File: config.mk
export PLATFORM = sky130hd
export DESIGN_NAME = wb_port_arb
export DESIGN_NICKNAME = d
export VERILOG_FILES = /design/src/rtl/wb_port_arb.sv
export SDC_FILE = /design/constraint.sdc
export NUM_CORES = 1
export LEC_CHECK = 0
export ABC_AREA = 1
export BUFFER_PORTS_ARGS = -buffer_cell sky130_fd_sc_hd__buf_2
export CAP_MARGIN = 20
export CORE_MARGIN = 3
export CORE_UTILIZATION = 50
export DETAILED_ROUTE_END_ITERATION = 8
export PLACE_DENSITY = 0.81
export SLEW_MARGIN = 20
export SYNTH_ARGS = -nofsm -noshare
export SYNTH_HDL_FRONTEND = slang
export SYNTH_SLANG_ARGS = --single-unit
File: constraint.sdc
create_clock -name clk -period 3.9 [get_ports clk]
set_clock_uncertainty 0.05 [all_clocks]
set_input_delay 1.17 -clock clk [delete_from_list [all_inputs] [get_ports clk]]
set_output_delay 1.17 -clock clk [all_outputs]
set_load 0.01 [all_outputs]
File: src/rtl/wb_port_arb.sv
// wb_port_arb: shares the register-file write port between the WB stage and a 2-entry MDU result buffer
module wb_port_arb #(
    parameter int STARVE_LIMIT = 4
) (
    input  logic        clk,
    input  logic        rst,
    input  logic        wb_aluOut_WB_memOut,
    input  logic        wb_writeReg,
    input  logic [31:0] wb_outMem,
    input  logic [31:0] wb_outAlu,
    input  logic [4:0]  wb_rd,
    input  logic        mdu_valid,
    input  logic [4:0]  mdu_rd,
    input  logic [31:0] mdu_data,
    output logic        mdu_ready,
    output logic        rf_we,
    output logic [4:0]  rf_waddr,
    output logic [31:0] rf_wdata,
    output logic        stall_req,
    output logic [1:0]  buf_count
);
    localparam logic [1:0] IDLE = 2'd0, REQ = 2'd1, DRAIN = 2'd2;
    localparam logic [3:0] LIMIT = 4'(STARVE_LIMIT);
    logic [1:0] bufCount, state, stateNext;
    logic [3:0] starveCnt, starveNext;
    logic [4:0] bufRd [2];
    logic [31:0] bufData [2];
    logic pipeWe, accept, pop, bypass, push, tailHi;

    assign pipeWe = wb_writeReg && wb_rd != 5'd0;
    assign mdu_ready = bufCount != 2'd2;
    assign accept = mdu_valid && mdu_ready;
    assign pop = !pipeWe && bufCount != 2'd0;
    assign bypass = !pipeWe && bufCount == 2'd0 && accept && mdu_rd != 5'd0;
    assign push = accept && mdu_rd != 5'd0 && !bypass;
    assign tailHi = bufCount == 2'd1 && !pop;
    assign rf_we = pipeWe || pop || bypass;
    assign rf_waddr = pipeWe ? wb_rd : pop ? bufRd[0] : mdu_rd;
    assign rf_wdata = pipeWe ? (wb_aluOut_WB_memOut ? wb_outMem : wb_outAlu) : pop ? bufData[0] : mdu_data;
    assign stall_req = state == REQ;
    assign buf_count = bufCount;

    // REQ is entered on the edge where the counter reaches the limit, bounding the head wait to LIMIT+2
    always_comb begin
        starveNext = (pop || bufCount == 2'd0) ? 4'd0 : (pipeWe && starveCnt != LIMIT) ? starveCnt + 4'd1 : starveCnt;
        stateNext = state == IDLE ? (starveNext == LIMIT ? REQ : IDLE) :
                    state == REQ ? DRAIN :
                    state == DRAIN ? (pipeWe ? REQ : IDLE) : IDLE;
    end

    always_ff @(posedge clk or posedge rst) begin
        if (rst) begin
            bufCount <= 2'd0;
            starveCnt <= 4'd0;
            state <= IDLE;
        end else begin
            bufCount <= bufCount - {1'b0, pop} + {1'b0, push};
            starveCnt <= starveNext;
            state <= stateNext;
        end
    end

    always_ff @(posedge clk) begin
        if (pop) begin
            bufRd[0] <= bufRd[1];
            bufData[0] <= bufData[1];
        end
        if (push) begin
            bufRd[tailHi] <= mdu_rd;
            bufData[tailHi] <= mdu_data;
        end
    end
endmodule

==> summary by stage, run 1 <==
Placement
The total instance count after detailed placement is 740. The number of buffer cells added on primary ports is ~150. The detailed placement HPWL is 7790 um. At the end of routability-driven placement, the weighted congestion stood at approximately 0.80.

Synthesis
The cell area after synthesis is 0.00457 mm^2. Of the post-synthesis cell area, the part taken by muxes is 0. Synthesis produced 494 cells. Yosys printed 0 warnings. The simple-gate share of the synthesized area is 0.210.

The synthesized net count is 609. The xor/xnor cell area share of the yosys netlist is 0.00575. In this run, synthesis produced a sequential element count of 82. Each instance of the synthesized netlist takes up on average around 9.2 um^2.

The share of Yosys cell area claimed by the top area cell type is 0.486. The sequential cell area fraction in the yosys report is 0.530. The top cell type by total area after synthesis is edfxtp_1.

The main combinational cell family by area after synthesis is simple AND/OR/NAND/NOR gates. The number of library cell types mapped by synthesis is 27. The area fraction in compound gates after synthesis is 0.131. Sorting the synthesized cells by area gives the leading types as edfxtp_1, nand2_1, inv_1, o21ai_2, o211ai_1. The post-synthesis share of cell area spent on full adders, half adders and majority gates is 0.0110.

Finish
The finished layout holds approximately 760 standard cells, fillers aside. In the layout the commonest cells are buf_2, nand2_1, inv_1, edfxtp_1, nand3_1. 0 antenna diodes ended up in the layout. Of the cells placed in the final design, the portion with a size suffix greater than 1 is 0.372.

The number of nets in the final layout is about 760. For this run, the share of the core covered by cells in the final layout is 0.642. The relative area change from synthesis to final layout is 23.8%. Leaving out fill and tap cells, the most frequent cell in the layout is buf_2. Counting the fill cells in the layout gives 731. Registers take between 0.002 and 0.0025 mm^2.

Summing all multi-input logic gate instances after layout gives ~0.0017 mm^2.

Drt
The uppermost signal routing layer after detailed routing is met4. The per-cell via count in the routed design is 5.12. The DRC violation count after routing is 0. For this run, the detailed router's first-pass iteration total came to 4. For this block, wires on met1 add up to 4310 um. The final layout contains routed wiring with a total length of around 10,000 um.

The DRC violation total after the first TritonRoute iteration is 118. The total length of routed met2 wires is around 5300 um. After detailed routing, the average wire length per cell comes to 13.8 um.

The via count of the routed design is 3,874. The remaining number of nets flagged by the antenna check after routing is 0. The detailed route wirelength on metal3 is 671 um.

Floorplanning
Measured along the x axis, the die boundary spans 102 um. The region available for standard cell placement spans 0.00881 mm^2. For this configuration, the core starts out at a cell density of 0.519.

The floorplan has 34 rows. For this design the top-level I/O count stands at 153. The die covers 0.0103 mm^2. The vertical die dimension is slightly above 100 um.

Global route
For this run, the total global-route usage over all layers was measured as 0.201. The aggregate global routing overflow is 0. Entering global routing, the biggest net connects 65 pins. The number of antenna violations at the first check in global routing is 0. The via count of the first global-routing pass is 3,568. The first global-routing pass estimated 16,400 um of wire.

Clock tree
Clock tree synthesis inserted a total of 9 buffers. The CTS tree is done. Clock latency on the worst-skew pair, taken at its later pin, is 0.35 ns. Buffers inserted to repair hold after CTS numbered 0. The total of cells resized after clock tree synthesis is 0. The cell chosen for the clock root is clkbuf_8. The CTS H-tree depth is 3. After clock tree synthesis, the clock-pin slew on the worst setup and hold paths is 0.09 ns.

The number of setup buffers added after CTS is 0. The maximum number of buffers from clock root to sink is 2. The clock sink count is 82.

Worst hold path
Along the worst hold path, the cell count comes to 1. In this run the worst hold path is classified as reg -> reg.

Critical path
The worst path arrival time is between 2 and 2.5 ns. Of all nets on the critical path, the largest fanout is 23. The dominant delay contributor by cell family on the critical path is simple AND/OR/NAND/NOR gates. For this run, the slowest stage of the critical path takes around 0.22 ns.

STA classifies the critical path endpoint as a primary output. The path type of the worst setup path is in -> out. The number of cells on the worst reg-to-reg path is 6. STA classifies the critical path startpoint as an input port. The worst path required time is 2.68 ns. Walking the worst path, the cells encountered are buf_2, nor2_1, nand3_1, nand2_2, inv_4, nor2_4, buf_4, nand2_1, nand3_1, buf_2. The slowest cell on the critical path is buf_4. In this run the number of cells on the critical path is 10.

The total buffers and inverters traversed by the critical path is 4.

STA
Setup repair after global routing left no endpoint under its margin. Timing would allow up to 269 MHz. The worst pin sits at a relative slew slack of 0.620. Setup violations remaining at the end of the flow were counted as 0. For the finished layout, the period the worst path requires is 3.71 ns. The count of final max-slew check failures came to 0.

The final number of hold-violating endpoints is 0. Summed over all failing endpoints, the final setup total negative slack is 0 ns. The final clock period utilization by the worst path is 0.952. The slew of the pin with the lowest slew margin is 0.568 ns.

Power and ir drop
The power density normalized to cell area is 582 mW/mm^2. The static power due to leakage is between 2 and 3 nW. The worst voltage drop across the vdd grid is 0.000267 V.

Total power for the finished layout comes to 0.00329 W.

Run status
The run finished with clean final reports.

Run
The number of maximum-capacitance violations is 0.
-- per-layer routing --
layer  track usage  vias up
met5             0        -
met4        0.0654        0
met3        0.0324       11
met2         0.356      140
met1         0.252     1802
li1              -     1921
-- synth_stat cells --
| cell type | count |
|---|---|
| a21boi_1 | 1 |
| buf_12 | 3 |
| buf_2 | 7 |
| buf_4 | 2 |
| buf_6 | 4 |
| clkbuf_1 | 9 |
| dfrtp_1 | 8 |
| edfxtp_1 | 74 |
| ha_1 | 4 |
| inv_1 | 81 |
| inv_2 | 1 |
| inv_4 | 2 |
| nand2_1 | 138 |
| nand2_2 | 21 |
| nand2_4 | 1 |
| nand3_1 | 39 |
| nand3_4 | 1 |
| nand4_1 | 1 |
| nor2_1 | 16 |
| nor2_4 | 1 |
| o211ai_1 | 37 |
| o21ai_0 | 6 |
| o21ai_1 | 1 |
| o21ai_2 | 32 |
| or2_4 | 1 |
| xnor2_1 | 2 |
| xor2_1 | 1 |
-- where the power goes --
| group | internal, W | switching, W |
|---|---|---|
| clock | 0.000379 | 0.000309 |
| combinational | 0.000466 | 0.000766 |
| sequential | 0.00128 | 0.0000885 |
-- metrics by stage --
stage / cell area [um^2] / hold WS, ns / worst slack, ns
after detailed placement: 5430 / 0.410 / 0.169
after global placement: 5430 / 0.413 / 0.292
after floorplan: 4570 / 0.426 / 0.369
after CTS: 5650 / 0.424 / 0.161
after global routing: 5650 / 0.467 / 0.0396
final: 5650 / 0.423 / 0.185
-- kinds of logic after synthesis --
| family | after synthesis |
|---|---|
| adder cells (fa/ha/maj) | 4 |
| XOR/XNOR | 3 |
| AO/OA/AOI/OAI | 77 |
| AND/OR/NAND/NOR | 219 |
| buffers and inverters | 109 |
| flip-flops | 82 |
-- state kept, by name, indices dropped and copies added (netlist names) --
| signal | count |
|---|---|
| bufData | 64 |
| bufRd | 10 |
| starveCnt | 4 |
| buf_count | 2 |
| state | 2 |
-- final cells by class --
class | count | share of cell area
clock buffers | 10 | 0.0243
repair buffers | 163 | 0.158
inverters | 84 | 0.0566
multi-input cells | 303 | 0.293
well taps | 108 | 0.0239
flip-flops and latches | 82 | 0.428
clock inverters | 6 | 0.0159
-- worst paths after layout --
path	startpoint	end	slack, ns
max	wb_rd[1]	rf_wdata[19]	0.19
min	state[1]	state[1]	0.42
max reg2reg	buf_count[1]	bufData[0][24]	1.78
min reg2reg	state[1]	state[1]	0.42
max in group asynchronous	rst	starveCnt[3]	2.87
min in group asynchronous	rst	buf_count[0]	0.69
(Power assumes the default switching activity.)
==> run 2, diff against run 1 <==
--- a/config.mk
+++ b/config.mk
@@ -13,3 +13,4 @@
 export DETAILED_ROUTE_END_ITERATION = 8
-export PLACE_DENSITY = 0.81
+export PLACE_DENSITY = 0.8
+export SETUP_SLACK_MARGIN = 0.05
 export SLEW_MARGIN = 20
--- a/constraint.sdc
+++ b/constraint.sdc
@@ -4,2 +4,2 @@
 set_output_delay 1.17 -clock clk [all_outputs]
-set_load 0.01 [all_outputs]
+set_load 0.1 [all_outputs]
==> run 2 against run 1 <==
  * Setup slack lost 0.057 ns
  * Fmax fell by 1.5%
  * Clock power increased by 3.8%
  * Non-clock buffer count grew 2
  * Worst hold slack got worse by 0.0093 ns
  * First-iteration DRC count increased by 58%
  * Register-to-register slack better by 0.20 ns
  * Design area up 14%
  * Routed wire length increased by 6.0%
  * Die area stayed put
  * Critical path type unchanged
  * Largest cell class unchanged
  * Largest power group is now combinational cells
==> summary by stage, run 2 (synthesis gave the netlist of run 1 again) <==
Finish
The number of flip-flops under the largest register name was 64 (unchanged). The area of the multi-input gates came to 0.00178 mm^2 (was 0.00166 mm^2). The fraction of layout instances using a drive strength above 1 came to 0.408 (was 0.372).

Commonest cells after routing, fill and taps aside: nand2_1, buf_2, inv_1, edfxtp_1, buf_12 (was buf_2, nand2_1, inv_1, edfxtp_1, nand3_1). The area occupied by registers is 0.00242 mm^2 (unchanged). The final core utilization is 0.733 (was 0.642). The number of fill cells is 607 (was 731). Top Registers: bufData (64), bufRd (10), starveCnt (4) (unchanged). The number of nets in the final layout is 760 (was 758). The diode insertion count for antenna repair came to 0 (unchanged). The register bank with the most flops is bufData (unchanged). The most common cell after layout, fill and taps aside is nand2_1 (was buf_2).

The final non-filler cell total was 758 (was 756). The relative area change from synthesis to final layout is 41.3% (was 23.8%).

Power and ir drop
The static power due to leakage came to 3.05 nW (was 2.73 nW). The internal power contribution came to 0.00266 W (was 0.00212 W). The power density normalized to cell area is 781 mW/mm^2 (was 582 mW/mm^2).

The clock network power share is 0.142 (was 0.209). The post-route total power was 0.00504 W (was 0.00329 W). The worst voltage drop across the vdd grid is 0.000896 V (was 0.000267 V). The reported net switching power is 0.00238 W (was 0.00116 W). The proportion of power drawn by flip-flops and latches is 0.272 (was 0.416). The relative contribution of combinational cells to total power is 0.587 (was 0.375). The net switching share of the total power is 0.472 (was 0.354).

STA
The slew of the pin with the lowest slew margin is 0.738 ns (was 0.568 ns). The final number of hold-violating endpoints is 0 (unchanged). The final clock period utilization by the worst path is 0.967 (was 0.952). The final critical-path setup slack is 0.128 ns (was 0.185 ns). The final-report setup violation count is 0 (unchanged). The top achievable clock speed came to 265 MHz (was 269 MHz). The tightest slew margin relative to the limit came to 0.506 (was 0.620). The count of final max-slew check failures is 0 (unchanged). The post-layout minimum cycle time is 3.77 ns (was 3.71 ns). Unrepaired setup endpoints after global routing: true (was false).

Floorplanning
The placement row count came to 34 (unchanged). The area of the core region is 0.00881 mm^2 (unchanged). The width of the die was 102 um (unchanged). The effective utilization at floorplan is 0.519 (unchanged). The vertical die dimension is 102 um (unchanged). The I/O pin total is 153 (unchanged). The area enclosed by the die boundary is 0.0103 mm^2 (unchanged).

Global route
The largest net degree at the start of global routing is 75 (was 65). The aggregate global routing overflow is 0 (unchanged). The number of antenna violations at the first check in global routing was 0 (unchanged). The global-route met1 utilization is 0.268 (was 0.252). The met3 routing resource usage after global routing was 0.0599 (was 0.0324). The busiest metal layer after global routing was met2 (unchanged). The wire length of the first global-routing pass is 17,700 um (was 16,400 um). The via count of the first global-routing pass was 3,906 (was 3,568). The fraction of met2 tracks used by global routing is 0.378 (was 0.356). The total track usage is 0.218 (was 0.201).

Clock tree
The clock sink count is 82 (unchanged). The number of clock buffers inserted by TritonCTS is 9 (unchanged). The cell chosen for the clock root is clkbuf_8 (unchanged). The maximum number of buffers from clock root to sink is 2 (unchanged). The worst-skew pair later-pin latency came to 0.34 ns (was 0.35 ns). The CTS tree is done (unchanged). The register clock-pin slew on the reported worst setup and hold paths is 0.08 ns (was 0.09 ns). The CTS H-tree depth came to 3 (unchanged).

Run status
Run status: completed (unchanged).

Placement
The total instance count after detailed placement came to 738 (was 740). The detailed placement HPWL came to 8100 um (was 7790 um). The minimum setup slack after placement was 0.119 ns (was 0.169 ns). The final weighted congestion of routability-driven global placement is 0.843 (was 0.796). The number of buffer cells added on primary ports is 152 (unchanged).

Worst hold path
The classification of the worst-slack hold path is reg -> reg (unchanged). The worst-case hold path end point was state[1] (unchanged). The start point of the worst hold path is state[1] (unchanged). The worst hold path cell count is 1 (unchanged).

Drt
The DRC violation count after routing was 0 (unchanged). The remaining number of nets flagged by the antenna check after routing is 0 (unchanged). The total detailed-routing wirelength is 11,100 um (was 10,500 um). The routed wire length per instance is 14.6 um (was 13.8 um). The DRC violation total after the first TritonRoute iteration is 186 (was 118).

The per-cell via count in the routed design was 5.11 (was 5.12). The via count of the routed design is 3,870 (was 3,874). The detailed-router iteration count before antenna repair came to 4 (unchanged).

Run
The number of maximum-capacitance violations is 0 (unchanged).

Critical path
The element type at the critical path end is a primary output (unchanged). The path type of the worst setup path is in -> out (unchanged). The startpoint type of the worst setup path is an input port (unchanged). The highest net fanout along the worst path is 17 (was 23). The depth of the worst register-to-register path is 5 (was 6). The worst path arrival time is 2.55 ns (was 2.49 ns). The worst path required time came to 2.68 ns (about the same). The slack of the worst reg-to-reg path is 1.98 ns (was 1.78 ns). The capturing point of the worst reg2reg path is bufRd[1][0] (was bufData[0][24]). The startpoint of the worst-slack reg-to-reg timing path was buf_count[0] (was buf_count[1]).
[run 2: cell types whose count changed in the layout (fill, tap and decap cells not counted), moves of 2 or more]
cell and delta:
buf_2 -38, buf_4 -4, nor2_1 -2, buf_6 +2, nand3_1 -21, clkbuf_16 +4, buf_12 +39, clkinv_4 -2
nand3_2 +21
[run 2: timing repair]
| action | CTS | global route |
|---|---|---|
| buffers inserted | 0 | 3 |
| setup endpoints to repair | 0 | 10 |
| gates resized for setup | 0 | 6 |
| hold buffers | 0 | 0 |
[run 2: metrics by stage]
stage / hold WS [ns] / setup TNS [ns] / area, um^2
finish: 0.414 / 0 / 6450
global route: 0.452 / 0 / 6450
CTS: 0.413 / 0 / 6370
detailed placement: 0.401 / 0 / 6130
global placement: 0.399 / 0 / 6100
floorplan: 0.447 / -1.83 / 4690
[run 2: power by group through the flow]
stage / Combinational (W) / Clock [W] / Sequential (W)
after floorplan: 0.00193 / 0 / 0.00144
final: 0.00296 / 0.000714 / 0.00137
after global routing: 0.00310 / 0.000759 / 0.00140
after global placement: 0.00283 / 0 / 0.00138
after detailed placement: 0.00293 / 0 / 0.00138
after CTS: 0.00293 / 0.000720 / 0.00137
[run 2: final cells by class]
cell class / instances / area share
Timing Repair Buffer: 165 / 0.241
Tap cell: 108 / 0.0209
Inverter: 84 / 0.0504
Multi-Input combinational cell: 303 / 0.275
Sequential cell: 82 / 0.375
Clock buffer: 14 / 0.0318
Clock inverter: 2 / 0.00582
[run 2: how the worst max path moves through the flow]
stage,slack (ns),from,to,depth (start not counted)
after global routing,0.05,wb_rd[1],rf_wdata[6],11
after CTS,0.12,wb_rd[1],rf_waddr[1],10
after global placement,0.15,wb_rd[1],rf_wdata[31],9
after detailed placement,0.12,wb_rd[1],rf_wdata[31],9
after floorplan,-0.38,wb_rd[1],rf_waddr[0],5
final,0.13,wb_rd[1],rf_wdata[6],11
[run 2: critical path, stage by stage]
cell	delay, ns
buf_2	0.12
nor2_4	0.10
nand3_2	0.13
nand2_4	0.12
inv_6	0.08
nor2_4	0.17
buf_4	0.15
clkbuf_16	0.15
nand2_1	0.07
nand3_2	0.10
buf_12	0.17
[run 2: layer usage]
metal  part of all wire  routed length, um
met3              0.075                835
met5                  0                  0
met2               0.50               5490
met4              0.014                159
met1               0.42               4600
==> run 3, diff against run 2 <==
Settings changed: CORE_ASPECT_RATIO set to 0.8, CORE_UTILIZATION 50 to 35, PLACE_DENSITY 0.8 to 0.6.
==> run 3 against run 2 <==
  * Routed wire length increased by 4.0%
  * Count of clock-buffer cells in the layout down 4
  * Global-route usage fell by 5.6 points
  * Worst hold slack better by 0.015 ns
  * Via count fell by 2.9%
==> summary by stage, run 3 (synthesis gave the netlist of run 1 again) <==
Run status
Run status: completed (unchanged).

Drt
The routed wire length per instance was 14.0 um (was 14.6 um). The per-cell via count in the routed design was 4.58 (was 5.11). The detailed-router iteration count before antenna repair is 4 (unchanged). The total detailed-routing wirelength is 11,500 um (was 11,100 um). The via count of the routed design is 3,758 (was 3,870). The DRC violation total after the first TritonRoute iteration came to 146 (was 186). The DRC violation count after routing is 0 (unchanged).

The remaining number of nets flagged by the antenna check after routing is 0 (unchanged).

Floorplanning
The effective utilization at floorplan is 0.366 (was 0.519). The area enclosed by the die boundary is 0.0145 mm^2 (was 0.0103 mm^2). The placement row count is 36 (was 34). The vertical die dimension came to 108 um (was 102 um). The I/O pin total came to 153 (unchanged). The width of the die is 134 um (was 102 um). The area of the core region came to 0.0125 mm^2 (was 0.00881 mm^2).

Global route
The wire length of the first global-routing pass is 18,700 um (was 17,700 um). The via count of the first global-routing pass is 3,743 (was 3,906). The largest net degree at the start of global routing is 35 (was 75). The aggregate global routing overflow is 0 (unchanged). The number of antenna violations at the first check in global routing is 0 (unchanged). The total track usage is 0.163 (was 0.218).

STA
The final-report setup violation count is 0 (unchanged). The tightest slew margin relative to the limit is 0.583 (was 0.506). The minimum hold slack is 0.429 ns (was 0.414 ns).

The final clock period utilization by the worst path is 0.959 (was 0.967). The top achievable clock speed is 267 MHz (was 265 MHz). Unrepaired setup endpoints after global routing: false (was true). The post-layout minimum cycle time came to 3.74 ns (was 3.77 ns). The slew of the pin with the lowest slew margin is 0.624 ns (was 0.738 ns). The final number of hold-violating endpoints is 0 (unchanged).

The count of final max-slew check failures was 0 (unchanged).

Clock tree
The total of cells resized after clock tree synthesis is 0 (unchanged). The CTS H-tree depth is 3 (unchanged). The register clock-pin slew on the reported worst setup and hold paths is 0.06 ns (was 0.08 ns).

The cell chosen for the clock root is clkbuf_16 (was clkbuf_8). The clock sink count came to 82 (unchanged). The number of setup buffers added after CTS is 0 (unchanged). The maximum number of buffers from clock root to sink is 2 (unchanged). The CTS tree is done (unchanged). The worst-skew pair later-pin latency is 0.33 ns (was 0.34 ns). The number of clock buffers inserted by TritonCTS is 9 (unchanged). The count of hold buffers inserted by post-cts repair is 0 (unchanged).

Critical path
The capturing point of the worst reg2reg path is bufRd[1][4] (was bufRd[1][0]). The worst path required time is 2.68 ns (about the same). The startpoint of the worst-slack reg-to-reg timing path is buf_count[1] (was buf_count[0]). The highest net fanout along the worst path is 27 (was 17). The element type at the critical path end is a primary output (unchanged).

The startpoint type of the worst setup path is an input port (unchanged). The worst path arrival time is 2.52 ns (was 2.55 ns). The path type of the worst setup path is in -> out (unchanged).

The slack of the worst reg-to-reg path is 1.68 ns (was 1.98 ns). The depth of the worst register-to-register path is 4 (was 5).

Power and ir drop
The power density normalized to cell area is 784 mW/mm^2 (was 781 mW/mm^2). The worst voltage drop across the vdd grid was 0.000363 V (was 0.000896 V). The static power due to leakage is 3.04 nW (was 3.05 nW).

Placement
The detailed placement HPWL was 8700 um (was 8100 um). The post-detailed-placement cell area was 0.00621 mm^2 (was 0.00613 mm^2). The number of buffer cells added on primary ports is 152 (unchanged). The final weighted congestion of routability-driven global placement is 0.758 (was 0.843).

Finish
The number of flip-flops under the largest register name was 64 (unchanged). Commonest cells after routing, fill and taps aside: nand2_1, buf_2, inv_1, edfxtp_1, buf_12 (unchanged). The post-route standard cell area excluding fillers is 0.00650 mm^2 (was 0.00645 mm^2). The register bank with the most flops is bufData (unchanged). The fraction of layout instances using a drive strength above 1 is 0.404 (was 0.408). The relative area change from synthesis to final layout is 42.4% (was 41.3%). Top Registers: bufData (64), bufRd (10), starveCnt (4) (unchanged). The most common cell after layout, fill and taps aside is nand2_1 (unchanged). The number of nets in the final layout is 759 (was 760).

Run
The number of maximum-capacitance violations came to 0 (unchanged).

Worst hold path
The classification of the worst-slack hold path is reg -> reg (unchanged). The start point of the worst hold path is state[1] (unchanged). The worst hold path cell count is 1 (unchanged). The worst-case hold path end point was state[1] (unchanged).
## run 3: changes by cell type in the layout (fill, tap and decap cells not counted), moves of 2 or more
| cell | before | now |
|---|---|---|
| clkbuf_8 | 11 | 0 |
| clkbuf_16 | 4 | 9 |
| buf_4 | 3 | 6 |
| clkinv_1 | 0 | 2 |
## run 3: how the worst max path moves through the flow
stage	cells past startpoint	slack (ns)	start	end
6_report	10	0.16	wb_rd[2]	rf_wdata[26]
5_1_grt	10	0.07	wb_rd[2]	rf_wdata[27]
4_1_cts	9	0.13	wb_rd[4]	rf_wdata[27]
3_5_place_dp	10	0.14	wb_rd[2]	rf_wdata[26]
3_3_place_gp	10	0.19	wb_rd[1]	rf_waddr[4]
2_1_floorplan	5	-0.38	wb_rd[1]	rf_waddr[0]
## run 3: layout make-up
class,instances,area [um^2]
fillers,1175,5970
flip-flops and latches,82,2420
multi-input cells,303,1770
repair buffers,164,1490
inverters,84,320
clock buffers,10,229
well taps,171,214
clock inverters,6,57.6
diodes,1,2.50
## run 3: per-stage QoR
stage               instances  utilization  setup TNS (ns)  total power, W  setup WS, ns
CTS                       820        0.521               0         0.00516         0.135
floorplan                 494            -           -1.83         0.00337        -0.378
detailed placement        804        0.498               0         0.00434         0.145
global placement          804        0.498               0         0.00428         0.189
finish                    821        0.521               0         0.00510         0.160
global route              820        0.521               0         0.00534        0.0686
## run 3: worst max-delay path, stage by stage
cell	delay, ns
buf_2	0.11
nor2_2	0.11
nand3_2	0.10
nand2_2	0.14
inv_4	0.11
nor2_4	0.13
buf_12	0.18
nand2_1	0.10
nand3_1	0.15
buf_12	0.19
## run 3: routing by layer
metal / GRT usage / share of wire
met1: 0.214 / 0.46
met2: 0.271 / 0.46
met3: 0.0363 / 0.068
met4: 0.0470 / 0.013
met5: 0 / 0
## run 3: power by group
| part | total [W] | switching, W | internal (W) |
|---|---|---|---|
| Sequential | 0.00137 | 0.0000854 | 0.00128 |
| Clock | 0.000812 | 0.000322 | 0.000490 |
| Combinational | 0.00292 | 0.00199 | 0.000927 |
